File: config.mk
export PLATFORM = sky130hd
export DESIGN_NAME = mem_line_arbiter
export DESIGN_NICKNAME = d
export VERILOG_FILES = /design/src/rtl/mem_line_arbiter.sv
export SDC_FILE = /design/constraint.sdc
export NUM_CORES = 1
export LEC_CHECK = 0
export ABC_CLOCK_PERIOD_IN_PS = 2450
export BUFFER_PORTS_ARGS = -buffer_cell sky130_fd_sc_hd__buf_2
export CORE_AREA = 3 3 644 646
export DETAILED_ROUTE_END_ITERATION = 8
export DIE_AREA = 0 0 647 649
export SLEW_MARGIN = 20
export SYNTH_ARGS = -nofsm -noshare
export SYNTH_HDL_FRONTEND = slang
export SYNTH_SLANG_ARGS = --single-unit
export TNS_END_PERCENT = 100
File: constraint.sdc
create_clock -name clk -period 2.45 [get_ports clk]
set_clock_uncertainty 0.2 [all_clocks]
set_input_delay 0.245 -clock clk [delete_from_list [all_inputs] [get_ports clk]]
set_output_delay 0.245 -clock clk [all_outputs]
set_load 0.005 [all_outputs]
File: src/rtl/mem_line_arbiter.sv
// mem_line_arbiter: shares one main-memory line port between the I-cache and
// D-cache controllers. Round-robin on ties, one transaction per grant.
//
// Ports:
//   clk, rst_n                      clock, async active-low reset
//   i_valid/i_rw/i_addr/i_wr        I-cache request (held until i_ready)
//   i_rd/i_ready/i_err              I-cache read data, completion pulse, timeout flag
//   d_*                             same set for the D-cache
//   mem_valid/mem_rw/mem_addr/mem_wr  request to the memory controller
//   mem_rd/mem_ready                memory read data and one-cycle completion
//   grant                           one-hot owner ([0] = I, [1] = D), 00 when idle
//
// Optional: define MEM_ARB_TIMEOUT_EN to abort a grant after TIMEOUT_CYCLES
// cycles without mem_ready; the winner then sees ready with err = 1 and rd = 0.
module mem_line_arbiter #(
    parameter int unsigned ADDR_W         = 28,
    parameter int unsigned LINE_W         = 256,
    parameter int unsigned TO_W           = 10,
    parameter int unsigned TIMEOUT_CYCLES = 1023
) (
    input  logic              clk,
    input  logic              rst_n,
    input  logic              i_valid,
    input  logic              i_rw,
    input  logic [ADDR_W-1:0] i_addr,
    input  logic [LINE_W-1:0] i_wr,
    output logic [LINE_W-1:0] i_rd,
    output logic              i_ready,
    output logic              i_err,
    input  logic              d_valid,
    input  logic              d_rw,
    input  logic [ADDR_W-1:0] d_addr,
    input  logic [LINE_W-1:0] d_wr,
    output logic [LINE_W-1:0] d_rd,
    output logic              d_ready,
    output logic              d_err,
    output logic              mem_valid,
    output logic              mem_rw,
    output logic [ADDR_W-1:0] mem_addr,
    output logic [LINE_W-1:0] mem_wr,
    input  logic [LINE_W-1:0] mem_rd,
    input  logic              mem_ready,
    output logic [1:0]        grant
);

    typedef enum logic [1:0] {
        S_IDLE  = 2'd0,
        S_GRANT = 2'd1,
        S_DONE  = 2'd2
    } state_t;

    state_t            state, state_nx;
    logic              last_d, last_d_nx;   // 1 = previous grant went to D
    logic              pick_d;
    logic [1:0]        grant_nx;
    logic              mem_valid_nx, mem_rw_nx;
    logic [ADDR_W-1:0] mem_addr_nx;
    logic [LINE_W-1:0] mem_wr_nx, i_rd_nx, d_rd_nx;
    logic              i_ready_nx, d_ready_nx;

`ifdef MEM_ARB_TIMEOUT_EN
    logic [TO_W-1:0]   to_cnt, to_cnt_nx;
    logic              to_hit;
    logic              i_err_nx, d_err_nx;
`endif

    // Next-state and next-output logic; every registered output has a _nx here.
    always_comb begin
        state_nx     = state;
        last_d_nx    = last_d;
        grant_nx     = grant;
        mem_valid_nx = mem_valid;
        mem_rw_nx    = mem_rw;
        mem_addr_nx  = mem_addr;
        mem_wr_nx    = mem_wr;
        i_rd_nx      = i_rd;
        d_rd_nx      = d_rd;
        i_ready_nx   = 1'b0;
        d_ready_nx   = 1'b0;
        // D wins when it is alone, or on a tie when I was served last.
        pick_d       = d_valid && (!i_valid || !last_d);
`ifdef MEM_ARB_TIMEOUT_EN
        to_cnt_nx    = to_cnt;
        to_hit       = (to_cnt == TO_W'(TIMEOUT_CYCLES - 1));
        i_err_nx     = 1'b0;
        d_err_nx     = 1'b0;
`endif
        case (state)
            S_IDLE: begin
                if (i_valid || d_valid) begin
                    state_nx     = S_GRANT;
                    last_d_nx    = pick_d;
                    grant_nx     = pick_d ? 2'b10 : 2'b01;
                    mem_valid_nx = 1'b1;
                    mem_rw_nx    = pick_d ? d_rw   : i_rw;
                    mem_addr_nx  = pick_d ? d_addr : i_addr;
                    mem_wr_nx    = pick_d ? d_wr   : i_wr;
`ifdef MEM_ARB_TIMEOUT_EN
                    to_cnt_nx    = '0;
`endif
                end
            end
            S_GRANT: begin
                if (mem_ready) begin
                    state_nx     = S_DONE;
                    mem_valid_nx = 1'b0;
                    i_ready_nx   = grant[0];
                    d_ready_nx   = grant[1];
                    if (!mem_rw) begin
                        if (grant[1]) d_rd_nx = mem_rd;
                        else          i_rd_nx = mem_rd;
                    end
`ifdef MEM_ARB_TIMEOUT_EN
                end else if (to_hit) begin
                    state_nx     = S_DONE;
                    mem_valid_nx = 1'b0;
                    i_ready_nx   = grant[0];
                    d_ready_nx   = grant[1];
                    i_err_nx     = grant[0];
                    d_err_nx     = grant[1];
                    if (grant[1]) d_rd_nx = '0;
                    else          i_rd_nx = '0;
                end else begin
                    to_cnt_nx    = to_cnt + TO_W'(1);
`endif
                end
            end
            S_DONE: begin
                state_nx = S_IDLE;
                grant_nx = 2'b00;
            end
            default: begin
                state_nx     = S_IDLE;
                grant_nx     = 2'b00;
                mem_valid_nx = 1'b0;
            end
        endcase
    end

    // State and output registers.
    always_ff @(posedge clk or negedge rst_n) begin
        if (!rst_n) begin
            state     <= S_IDLE;
            last_d    <= 1'b1;
            grant     <= 2'b00;
            mem_valid <= 1'b0;
            mem_rw    <= 1'b0;
            mem_addr  <= '0;
            mem_wr    <= '0;
            i_rd      <= '0;
            d_rd      <= '0;
            i_ready   <= 1'b0;
            d_ready   <= 1'b0;
        end else begin
            state     <= state_nx;
            last_d    <= last_d_nx;
            grant     <= grant_nx;
            mem_valid <= mem_valid_nx;
            mem_rw    <= mem_rw_nx;
            mem_addr  <= mem_addr_nx;
            mem_wr    <= mem_wr_nx;
            i_rd      <= i_rd_nx;
            d_rd      <= d_rd_nx;
            i_ready   <= i_ready_nx;
            d_ready   <= d_ready_nx;
        end
    end

`ifdef MEM_ARB_TIMEOUT_EN
    // Grant-cycle counter and error flags for the abort path.
    always_ff @(posedge clk or negedge rst_n) begin
        if (!rst_n) begin
            to_cnt <= '0;
            i_err  <= 1'b0;
            d_err  <= 1'b0;
        end else begin
            to_cnt <= to_cnt_nx;
            i_err  <= i_err_nx;
            d_err  <= d_err_nx;
        end
    end
`else
    assign i_err = 1'b0;
    assign d_err = 1'b0;
`endif

endmodule
; Word level (Yosys, flattened, before mapping)
; Cells that the tools add are included.
[word_totals]
register_bits = 805
latch_bits = 0
ramBits = 0
rom_bits = 0
out_inout_bits = 804
elab_cells = 47
mem_count = 0
[classes]
add_sub_neg = 0
multipliers = 0
n_div = 0
n_lt_le_gt_ge = 0
eq_ne = 4
shift = 0
mux = 16
bitwise = 4
n_reduce_logical = 12
[op_table]
columns = operator, count
row1 = $mux W256, 1
row2 = $mux W28, 1
row3 = $mux W2, 4
row4 = $pmux W2 S2, 2
row5 = $reduce_and A4 Y1, 2
row6 = $mux W1, 7
row7 = $reduce_and A2 Y1, 3
row8 = $ne A2 B2 Y1 const B, 2
row9 = $not A1 Y1, 4
row10 = $pmux W1 S3, 1
row11 = $reduce_and A3 Y1, 1
row12 = $eq A2 B1 Y1 const B, 1
row13 = $eq A2 B2 Y1 const B, 1
row14 = $logic_not A1 Y1, 2
row15 = $logic_not A2 Y1, 1
row16 = $logic_or A1 B1 Y1, 2
row17 = $logic_and A1 B1 Y1, 1

; Depth between registers and ports, before layout
[logic_depth]
ltp_word = 6
mapped_depth = 6
mapped_depth_nobuf = 3

; Worst setup path after synthesis
; OpenSTA, ideal clock, no wires.
[synth_timing]
path_type = flip-flop to flip-flop
from = register state[1]
to = register i_rd[0]
setup_ns = 0.127
t_arrival_ns = 1.639
t_required_ns = 2.123
slack_ns = 0.484
path_stages_with_launch = 7
n_path_buf = 3
synth_period_minus_slack_ns = 1.966
cell_sequence = dfrtp_1 > and2b_1 > nor4bb_1 > buf_4 > buf_12 > buf_12 > mux2_1
[synth_via]
elab_chain_len = 2
[synth_lines]
columns = element, line_no
row1 = start: declaration, 52  ; state_t state, state_nx;
row2 = start signal: assignment, 155  ; state <= state_nx;
row3 = $eq A2 B1 Y1, 88  ; case (state)
row4 = $reduce_and A4 Y1 (no line), -
row5 = end signal: assignment, 162  ; i_rd <= i_rd_nx;
row6 = end: declaration, 27  ; output logic [LINE_W-1:0] i_rd,
; No other way between the ends.
; A chain may end at the register's enable or synchronous reset.

; Worst setup path in the final report
[layout_timing]
from = register state[0]
to = register mem_wr[216]
[layout_via]
elab_chain_len = 2
[layout_lines]
columns = element, line_no
row1 = $logic_not A2 Y1, 88
row2 = $reduce_and A2 Y1 (no line), -
row3 = end signal: assignment, 161  ; mem_wr <= mem_wr_nx;
row4 = end: declaration, 40  ; output logic [LINE_W-1:0] mem_wr,
; No other way between the ends.

==> flow_metrics.py <==
metrics = {
    "drt": {
        "drt_iter0_drc": 3297,
        "num_vias": 34700,
        "first_pass_iters": 6,
        "postRouteWirelength_mm": 309,
        "drc_errors": 0,
        "via_per_inst": 3.26,
        "avgRoutedWirePerCell_um": 29.0,
        "antenna_left": 0,
    },
    "die": {
        "initial_core_util_pct": 7.79,
        "ios": 1635,
        "core_area_mm2": 0.410,
        "fp.dieH_um": 649,
        "dieWidth_um": 647,
        "fp.dieArea_mm2": 0.420,
        "row_count": 235,
    },
    "yosys": {
        "synth_adder_area_share_pct": 0,
        "ys_seq_elements": 805,
        "synth_xor_area_share_pct": 0,
        "synth.distinct_cells": 30,
        "synth_compound_area_share_pct": 9.13,
        "synth-edff-count": 0,
        "synth_area_mm2": 0.0319,
        "synth_cells": 2097,
        "synth_top_flop_cell": "dfrtp_1",
        "synthMuxAreaShare_pct": 18.1,
        "synth_top_family_by_area": "multiplexers",
        "synth-seq-area-share_pct": 63.2,
        "syn_area_per_cell_um2": 15.2,
        "synth_warnings": 0,
        "synth_top_area_cell": "dfrtp_1",
        "synth_top_cell_area_share_pct": 63.1,
        "synthTopCellsByArea": "dfrtp_1 63%, mux2_2 9.6%, a221o_1 8.9%",
        "synthSimpleGateAreaFrac_pct": 5.91,
        "async_flop_share_pct": 100,
    },
    "worst_setup_path": {
        "startpoint": "state[0]$_DFFE_PN0P_",
        "cp.depth": 6,
        "cp_slowest_cell": "dlygate4sd3_1",
        "crit_buf_inv": 3,
        "crit_type": "register to register",
        "crit_chain": "buf_4 -> nor2_4 -> o21ai_4 -> buf_12 -> a221o_1 -> dlygate4sd3_1",
        "r2r_cells": 6,
        "cp-endpoint": "mem_wr[216]$_DFFE_PN0P_",
        "crit-reg2reg-capture": "mem_wr[216]$_DFFE_PN0P_",
        "worstReg2RegStart": "state[0]$_DFFE_PN0P_",
        "start_kind": "register",
        "critical_path_required_ns": 3.01,
        "path_delay_family": "buffers and inverters",
        "rrSetupSlack_ns": 0.05,
        "endpoint_kind": "register",
        "worstPathMaxFanout": 27,
        "cp.arrival_ns": 2.96,
        "crit_path_max_incr_delay_ns": 0.56,
    },
    "placement": {
        "io_buffers": 1632,
        "placed_cells": 9123,
        "gp_congestion": 1.02,
        "detailed_place_hpwl_mm": 261,
    },
    "cts": {
        "clk_transition_reported_paths_ns": 0.07,
        "cts_setup_buffers": 0,
        "clock-sinks": 805,
        "cts_resized": 0,
        "clk_path_buf_depth": 4,
        "cts_tree": "yes",
        "cts_inserted_buffers": 99,
        "htreeDepth": 3,
        "clk_latency_ns": 0.75,
        "root_buffer": "clkbuf_16",
    },
    "power": {
        "cellPowerDensity_mw_per_mm2": 1120,
        "ir_worst_vdd_v": 0.000730,
        "p_leak_nw": 28.9,
        "power_w": 0.0705,
    },
    "layout": {
        "drive_gt1_share_pct": 43.3,
        "fin_cells": 10700,
        "area_delta_synth_final_pct": 97.8,
        "seq_area_mm2": 0.0201,
        "finalNetCount": 5833,
        "multi_input_area_mm2": 0.0106,
        "post-route-util_pct": 15.4,
        "fill_cells": 45500,
    },
    "timing": {
        "hold_viol_final": 0,
        "period_share_pct": 97.9,
        "final-setup-viol-count": 0,
        "report.final.slew_viol_count": 0,
        "tightest_slew_ns": 0.702,
        "maxSlewHeadroom_pct": 53.2,
        "fmaxAchievable_mhz": 417,
        "finalCriticalPeriod_ns": 2.40,
        "setup_tns_ns": 0,
        "rsz0062_at_grt": "no",
    },
    "global_routing": {
        "grt_pass1_wl_mm": 386,
        "grt.total_usage_pct": 14.1,
        "grt_pass1_vias": 35500,
        "grt_overflow_total": 0,
        "antenna_found_initial": 236,
        "grt_max_degree": 78,
    },
    "status": {
        "status": "complete, no violations",
    },
    "worst_hold_path": {
        "hp-class": "input pin to register",
        "worstHoldPathCells": 4,
    },
    "flow_run": {
        "maxCapViolCount": 0,
    },
}
per-stage QoR:
stage,setup WS [ns],cell area (µm²),hold WS [ns]
after floorplan,0.484,31900,-0.251
after global placement,0.136,47200,0.146
after detailed placement,0.136,47200,0.145
after CTS,0.0981,62700,0.000131
after global routing,0.00882,63000,0.0261
final,0.0524,63100,0.0874
cells in the mapped netlist (2+ instances only):
cell type  instances
clkbuf_1          90
mux2_2           272
buf_4              3
a221o_1          285
buf_2             63
buf_12            22
and3_1           288
dfrtp_1          804
o21ai_0            2
nand2b_1           3
buf_6              5
nand2_1            3
mux2_1           240
power by group:
part           leakage [nW]  internal, W  switching, W
sequential             9.79       0.0199       0.00399
combinational          17.5       0.0131        0.0184
clock                  1.60      0.00872       0.00639
how the worst min path moves through the flow:
stage | start | to | slack (ns)
finish | d_wr[86] | mem_wr[86]$_DFFE_PN0P_ | 0.09
floorplan | rst_n | d_rd[0]$_DFFE_PN0P_ | -0.25
CTS | i_wr[218] | mem_wr[218]$_DFFE_PN0P_ | 0.0001
detailed placement | rst_n | mem_wr[97]$_DFFE_PN0P_ | 0.14
global route | mem_rd[39] | i_rd[39]$_DFFE_PN0P_ | 0.03
global placement | rst_n | mem_wr[97]$_DFFE_PN0P_ | 0.15
cells in the final DEF (no fill, tap or decap), types with 5 or more instances in the layout:
master,Yosys,layout
a221o_1,285,285
and3_1,288,287
buf_12,22,37
buf_2,63,1631
buf_4,3,90
bufinv_16,0,7
clkbuf_1,90,12
clkbuf_16,0,100
clkbuf_8,0,16
clkinv_2,0,14
clkinv_4,0,5
clkinvlp_4,0,5
dfrtp_1,804,804
diode_2,0,140
dlygate4sd3_1,0,1228
inv_6,0,6
mux2_1,240,240
mux2_2,272,272
layer usage:
metal / routed length (µm) / track usage, % / up-vias
li1: - / - / 14000
met4: 21000 / 7.71 / 96
met1: 99300 / 13.6 / 17200
met2: 144000 / 23.5 / 2455
met5: 642 / 0 / -
met3: 43900 / 8.39 / 923
registers in the layout, summed over array words and instances, names as in the netlist:
name       flops
mem_rw         1
state          2
i_rd         256
mem_wr       256
grant          2
mem_addr      28
mem_valid      1
d_rd         256
last_d         1
i_ready        1
d_ready        1
worst reg2reg max path: cells and delay by family, from the launching register on:
family                 cells  cell delay, ns
AO/OA/AOI/OAI              2            0.68
buffers and inverters      3            0.90
flip-flops                 1            0.37
AND/OR/NAND/NOR            1            0.26
layout make-up:
type                       instances  area share [%]
tap                             5451            10.8
antenna                          140           0.556
multi-input combinational       1108            16.8
sequential                       805            31.9
clock inverter                    40           0.768
timing repair buffer            2987            34.7
clock buffer                     128            4.39
inverter                           1         0.00595
timing repair:
action / in CTS / in global routing
hold buffers: 1229 / 0
setup endpoints to repair: 0 / 1
endpoints found under the hold margin: 1610 / 0
kinds of logic after synthesis:
group | after synthesis
buffers and inverters | 185
other | 1
AND/OR/NAND/NOR | 301
flip-flops | 805
AO/OA/AOI/OAI | 293
multiplexers | 512
Power figures use the tool's default switching activity.
